### config.mk
export PLATFORM = sky130hd
export DESIGN_NAME = reg_dump_sequencer
export DESIGN_NICKNAME = d
export VERILOG_FILES = /design/src/rtl/reg_dump_sequencer.sv
export SDC_FILE = /design/constraint.sdc
export NUM_CORES = 1
export LEC_CHECK = 0
export ABC_AREA = 0
export BUFFER_PORTS_ARGS = -buffer_cell sky130_fd_sc_hd__buf_2
export CORE_MARGIN = 3
export CORE_UTILIZATION = 57
export CTS_CLUSTER_DIAMETER = 100
export DETAILED_ROUTE_END_ITERATION = 10
export GPL_TIMING_DRIVEN = 1
export HOLD_SLACK_MARGIN = 0.06
export PLACE_DENSITY = 0.85
export SYNTH_ARGS = -nofsm -noshare
export SYNTH_HDL_FRONTEND = slang
export SYNTH_SLANG_ARGS = --single-unit
### constraint.sdc
create_clock -name div_clk -period 3.5 [get_ports div_clk]
set_input_delay 0.7 -clock div_clk [delete_from_list [all_inputs] [get_ports div_clk]]
set_output_delay 0.7 -clock div_clk [all_outputs]
set_load 0.1 [all_outputs]
### src/rtl/reg_dump_sequencer.sv
// Walks the core's register file after done, showing each 32-bit value on 16 LEDs
// as low half then high half. Optional build macro SKIP_ZERO_EN skips all-zero registers.
module reg_dump_sequencer #(
    parameter int DWELL    = 4,
    parameter int LAST_REG = 31,
    parameter int WRAP     = 1
) (
    input  logic        reset,
    input  logic        div_clk,
    input  logic        done,
    input  logic        pause,
    input  logic [31:0] reg_data,
    output logic [4:0]  reg_addr,
    output logic [15:0] led,
    output logic        show_hi,
    output logic        busy,
    output logic        dump_done
);

    localparam logic [2:0] S_IDLE    = 3'd0;
    localparam logic [2:0] S_LOAD    = 3'd1;
    localparam logic [2:0] S_SHOW_LO = 3'd2;
    localparam logic [2:0] S_SHOW_HI = 3'd3;
    localparam logic [2:0] S_FINISH  = 3'd4;

    localparam int          CW       = (DWELL > 1) ? $clog2(DWELL) : 1;
    localparam logic [CW-1:0] CNT_LAST = CW'(DWELL - 1);
    localparam logic [4:0]  LAST_A   = 5'(LAST_REG);

    logic [2:0]    state_q, state_d;
    logic [4:0]    addr_q, addr_d;
    logic [31:0]   data_q, data_d;
    logic [CW-1:0] cnt_q, cnt_d;
    logic          done_m_q, done_s_q, pause_m_q, pause_s_q;

    // Where the walk goes after a register is finished (shown or skipped).
    logic [2:0] adv_state;
    logic [4:0] adv_addr;

    always_comb begin
        adv_state = S_LOAD;
        adv_addr  = addr_q + 5'd1;
        if (addr_q == LAST_A) begin
            if (WRAP != 0) begin
                adv_addr = 5'd0;
            end else begin
                adv_addr  = addr_q;
                adv_state = S_FINISH;
            end
        end
    end

    always_comb begin
        state_d = state_q;
        addr_d  = addr_q;
        data_d  = data_q;
        cnt_d   = cnt_q;
        // Losing done aborts ahead of pause and dwell expiry.
        if (state_q != S_IDLE && !done_s_q) begin
            state_d = S_IDLE;
            addr_d  = 5'd0;
            cnt_d   = '0;
            data_d  = 32'd0;
        end else if (pause_s_q && (state_q == S_LOAD || state_q == S_SHOW_LO ||
                                   state_q == S_SHOW_HI)) begin
            state_d = state_q;
        end else begin
            case (state_q)
                S_IDLE: begin
                    if (done_s_q) state_d = S_LOAD;
                end
                S_LOAD: begin
                    data_d  = reg_data;
                    cnt_d   = '0;
                    state_d = S_SHOW_LO;
`ifdef SKIP_ZERO_EN
                    if (reg_data == 32'd0) begin
                        state_d = adv_state;
                        addr_d  = adv_addr;
                    end
`endif
                end
                S_SHOW_LO: begin
                    if (cnt_q == CNT_LAST) begin
                        cnt_d   = '0;
                        state_d = S_SHOW_HI;
                    end else begin
                        cnt_d = cnt_q + CW'(1);
                    end
                end
                S_SHOW_HI: begin
                    if (cnt_q == CNT_LAST) begin
                        cnt_d   = '0;
                        state_d = adv_state;
                        addr_d  = adv_addr;
                    end else begin
                        cnt_d = cnt_q + CW'(1);
                    end
                end
                S_FINISH: state_d = S_FINISH;
                default:  state_d = S_IDLE;
            endcase
        end
    end

    always_ff @(posedge div_clk or negedge reset) begin
        if (!reset) begin
            state_q   <= S_IDLE;
            addr_q    <= 5'd0;
            data_q    <= 32'd0;
            cnt_q     <= '0;
            done_m_q  <= 1'b0;
            done_s_q  <= 1'b0;
            pause_m_q <= 1'b0;
            pause_s_q <= 1'b0;
        end else begin
            state_q   <= state_d;
            addr_q    <= addr_d;
            data_q    <= data_d;
            cnt_q     <= cnt_d;
            done_m_q  <= done;
            done_s_q  <= done_m_q;
            pause_m_q <= pause;
            pause_s_q <= pause_m_q;
        end
    end

    assign reg_addr = addr_q;

    // LOAD shows a blank display; only SHOW states and FINISH expose data_q.
    always_comb begin
        led       = 16'd0;
        show_hi   = 1'b0;
        busy      = 1'b0;
        dump_done = 1'b0;
        case (state_q)
            S_LOAD:    busy = 1'b1;
            S_SHOW_LO: begin
                led  = data_q[15:0];
                busy = 1'b1;
            end
            S_SHOW_HI: begin
                led     = data_q[31:16];
                show_hi = 1'b1;
                busy    = 1'b1;
            end
            S_FINISH: begin
                led       = data_q[31:16];
                show_hi   = 1'b1;
                dump_done = 1'b1;
            end
            default: ;
        endcase
    end

endmodule

# == After elaboration in Yosys (flattened, before gate mapping) ==
# Cells that the tools add are included.
# op_classes
add_sub_neg,2
multipliers,0
div,0
n_lt_le_gt_ge,0
eq_ne,10
shifts,0
mux,22
n_bitwise,0
reduce_logical,18
# ops
operator,count
$mux 32,3
$pmux 16 s2,1
$mux 5,5
$mux 3,5
$pmux 3 s5,1
$eq 3x2->1 const B,2
$mux 2,3
$ne 3x2->1 const B,2
$reduce_bool 2->1,3
$reduce_bool 3->1,2
$add 5x1->5 const B,1
$eq 5x5->1 const B,1
$pmux 2 s2,1
$reduce_and 2->1,2
$reduce_and 4->1,1
$reduce_or 2->1,2
$eq 3x1->1 const B,1
$eq 3x3->1 const B,1
$logic_not 3->1,1
$mux 1,3
$ne 3x3->1 const B,1
$reduce_and 3->1,1
$reduce_or 3->1,1
$add 2x1->2 const B,1
5 further kinds,7
# totals
regBits,46
latchBits,0
ramBits,0
romBits,0
inputBits,36
out_inout_bits,24
word_cells,60
memories,0

# == Logic depth before layout (Yosys ltp) ==
# depth
depth_word,6
depth_mapped,6
mapped_depth_nobuf,6

# == Least setup slack after synthesis ==
# OpenSTA, ideal clock, no wires.
# synth_path
path_kind,register to output
startpoint,register state_q[1]
endpoint,output led[0]
arrival_ps,2272
required_ps,2800
setup_slack_ps,528
path_stages_with_launch,7
path_buffers,3
cell_sequence,dfrtp_1 buf_6 nor2_1 a22o_1 buf_2 buf_2 a22o_1
# synth_between
elab_chain_len,3
elab_cells_between_ends,5
classes_between,3 x eq/ne; 1 x mux; 1 x reduce/logical
# synth_rtl
element,line,text
"start, declared",30,"logic [2:0] state_q, state_d;"
"start signal, assigned",117,state_q <= state_d;
$eq 3x2->1 or $eq 3x3->1 (tied branches),136,case (state_q)
$reduce_or 2->1 (no source line),n/a,
$pmux 16 s2 *,136,
"end, declared",14,"output logic [15:0] led,"
# Mark *: on every way between the ends. The rest lies on a longest branch, timed or not.

# == Final worst setup path ==
# layout_path
startpoint,register state_q[2]
endpoint,output led[8]
# Same word-level chain as after synthesis.

==> flow_summary.json <==
{
  "skew_ns": 0.00516,
  "cts.path.max_buffers": 2,
  "synth_nets": 268,
  "grt_overflow_total": 0,
  "rsz0062_at_grt": "false",
  "crit_end": "led[8]",
  "core_mm2": 0.00385,
  "required_ns": 2.80,
  "fin_crit_ns": 3.07,
  "clk_pin_slew_worst_paths_ns": 0.09,
  "cts_buffers": 5,
  "area_growth_pct": 14.6,
  "first_pass_iters": 4,
  "ys_ff_latch": 46,
  "p_per_area_mw_per_mm2": 535,
  "crit_type": "flip-flop to output pin",
  "viasPerCell": 5.63,
  "multiInputGateArea_um2": 960,
  "clockRootBuffer": "clkbuf_8",
  "antenna_found_initial": 0,
  "setup.worst_path.end_class": "output pin",
  "hp-class": "flip-flop to flip-flop",
  "wirelength_um": 5120,
  "antenna_left": 0,
  "hold_viol": 0,
  "netlist_area_mm2": 0.00239,
  "worstReg2RegStart": "done_s_q",
  "ctsHoldBuffers": 0,
  "yosysUniqueCellTypes": 35,
  "grt_pass1_wl_um": 8260,
  "cts_sinks": 46,
  "dp_hpwl_um": 3280,
  "critical_path.startpoint": "state_q[2]",
  "fin_setup_tns_ns": 0,
  "hold_ws_ns": 0.353,
  "final_nets": 317,
  "groute.usage.overall_pct": 21.1,
  "relSlewSlack_pct": 33.7,
  "ys_seq_area_share_pct": 48.1,
  "drt_iter0_markers": 178,
  "path_max_fanout": 17,
  "wl_per_cell_um": 15.6,
  "r2r_end": "data_q[4]",
  "leakage_nw": 1.51,
  "regArea_mm2": 0.00115,
  "setup_ws_ns": 0.431,
  "place.gp.congestion": 0.824,
  "tightestPinTransition_ns": 0.994,
  "yosys_warnings": 0,
  "drive_above_1_share_pct": 26.9,
  "diodes": 0,
  "grt_max_degree": 47,
  "pre_cts_ws_ns": 0.804,
  "slew_viol_final": 0,
  "die_area_mm2": 0.00501,
  "cts_tree": "done",
  "rrSetupSlack_ns": 1.56,
  "cts_resized": 0,
  "fillCellCount": 285,
  "start_kind": "flip-flop",
  "fmax_mhz": 326,
  "die_w_um": 70.8,
  "cts_setup_buffers": 0,
  "vdd_ir_drop_max_mv": 0.282,
  "vias": 1841,
  "run_status": "finished clean",
  "start_util_pct": 62.0,
  "maxCapViolations": 0,
  "num_rows": 22,
  "die_h_um": 70.8,
  "synthCells": 229,
  "numPortBuffers": 59,
  "io_pins": 60,
  "crit_arrival_ns": 2.37,
  "grt_pass1_vias": 1750,
  "post-route-period-util_pct": 87.7,
  "htreeDepth": 2,
  "avgSynthCellArea_um2": 10.4,
  "drc": 0,
  "rr_worst_depth": 3,
  "clk_latency_ns": 0.31,
  "setup_violations": 0
}
==> layout by cell type (no fill, tap or decap), drive strengths merged, types with 2 or more instances in the layout <==
cell type,netlist,final
nand2b,2,2
clkbuf,8,5
inv,39,40
nor2,3,3
o21ai,34,34
o2111ai,4,4
and3,4,4
nor3,4,4
buf,11,61
o22ai,2,2
mux2i,33,33
ha,3,3
dfrtp,46,46
o221ai,2,2
and2,2,2
a22o,17,17
mux2,2,2
nand2,2,2
==> power breakdown <==
| group | internal (W) | leakage (nW) | switching (W) |
|---|---|---|---|
| registers | 0.000626 | 0.577 | 0.0000597 |
| clock network | 0.000214 | 0.0585 | 0.000187 |
| logic | 0.000117 | 0.871 | 0.000260 |
| total | 0.000957 | 1.51 | 0.000507 |
==> state kept, by name, indices dropped and copies added, names as in the netlist <==
signal	count
data_q	32
done_m_q	1
cnt_q	2
done_s_q	1
state_q	3
pause_m_q	1
reg_addr	5
pause_s_q	1
==> through the flow <==
| stage | instance area [µm²] | instances | utilization (%) | power (W) |
|---|---|---|---|---|
| after global routing | 2740 | 327 | 71.1 | 0.00153 |
| after CTS | 2740 | 327 | 71.1 | 0.00147 |
| after global placement | 2630 | 319 | 68.2 | 0.00105 |
| after detailed placement | 2630 | 319 | 68.2 | 0.00107 |
| final | 2740 | 327 | 71.1 | 0.00146 |
| after floorplan | 2390 | 229 | - | 0.000997 |
==> worst min path at each step <==
| stage | depth (start not counted) | slack [ns] | endpoint | startpoint |
|---|---|---|---|---|
| after floorplan | 0 | 0.33 | done_s_q | done_m_q |
| after global placement | 0 | 0.33 | done_s_q | done_m_q |
| after detailed placement | 0 | 0.33 | pause_s_q | pause_m_q |
| after CTS | 0 | 0.36 | pause_s_q | pause_m_q |
| after global routing | 0 | 0.36 | pause_s_q | pause_m_q |
| final | 0 | 0.35 | pause_s_q | pause_m_q |
==> Yosys cell counts, drive strengths merged <==
| library cell | count | share of area (%) |
|---|---|---|
| and2 | 2 | 0.52 |
| and2b | 1 | 0.31 |
| or2 | 1 | 0.26 |
| a22o | 17 | 6.2 |
| nor3 | 4 | 1.0 |
| nor4bb | 1 | 0.42 |
| ha | 3 | 1.6 |
| mux2i | 33 | 14 |
| or3 | 1 | 0.26 |
| o311ai | 1 | 0.37 |
| nand3 | 1 | 0.21 |
| buf | 11 | 4.7 |
| dfrtp | 46 | 48 |
| a21o | 1 | 0.31 |
| o21ai | 34 | 7.1 |
| a21oi | 1 | 0.21 |
| nor2 | 3 | 0.47 |
| nand4bb | 1 | 0.47 |
| nand2b | 2 | 0.52 |
| o221ai | 2 | 0.73 |
| o211ai | 1 | 0.31 |
| nand2 | 2 | 0.31 |
| o22ai | 2 | 0.52 |
| mux2 | 2 | 0.94 |
| inv | 39 | 6.1 |
| and3 | 4 | 1.0 |
| o2111ai | 4 | 1.5 |
| clkbuf | 8 | 1.3 |
| a311oi | 1 | 0.37 |
==> routing by layer <==
metal,track usage [%],wire length [µm],vias up
li1,-,-,883
met1,27.6,2230,891
met2,33.1,2480,58
met3,5.54,328,9
met4,9.19,82,0
met5,0,0,-
==> kinds of logic (layout without fill, tap and decap cells) <==
logic type / Yosys count / after routing / synth area share [%]
buffers and inverters: 58 / 108 / 12.0
adder cells (fa/ha/maj): 3 / 3 / 1.57
flip-flops: 46 / 46 / 48.1
multiplexers: 35 / 35 / 14.8
AND/OR/NAND/NOR: 23 / 23 / 5.86
AO/OA/AOI/OAI: 64 / 64 / 17.6
==> worst max-delay path, stage by stage, from the launching register on <==
cell and delay [ns]:
dfrtp_1 0.49, and2b_1 0.29, a22o_1 0.59, a22o_1 0.25, buf_2 0.43
==> area by class of cell <==
cell class	count	share of cell area, %
sequential	46	42.0
multi-input combinational	125	35.0
timing repair buffer	61	11.3
inverter	39	5.34
clock buffer	5	2.51
tap	48	2.19
clock inverter	3	1.60
Note: power is estimated with default switching activity, not from simulation.
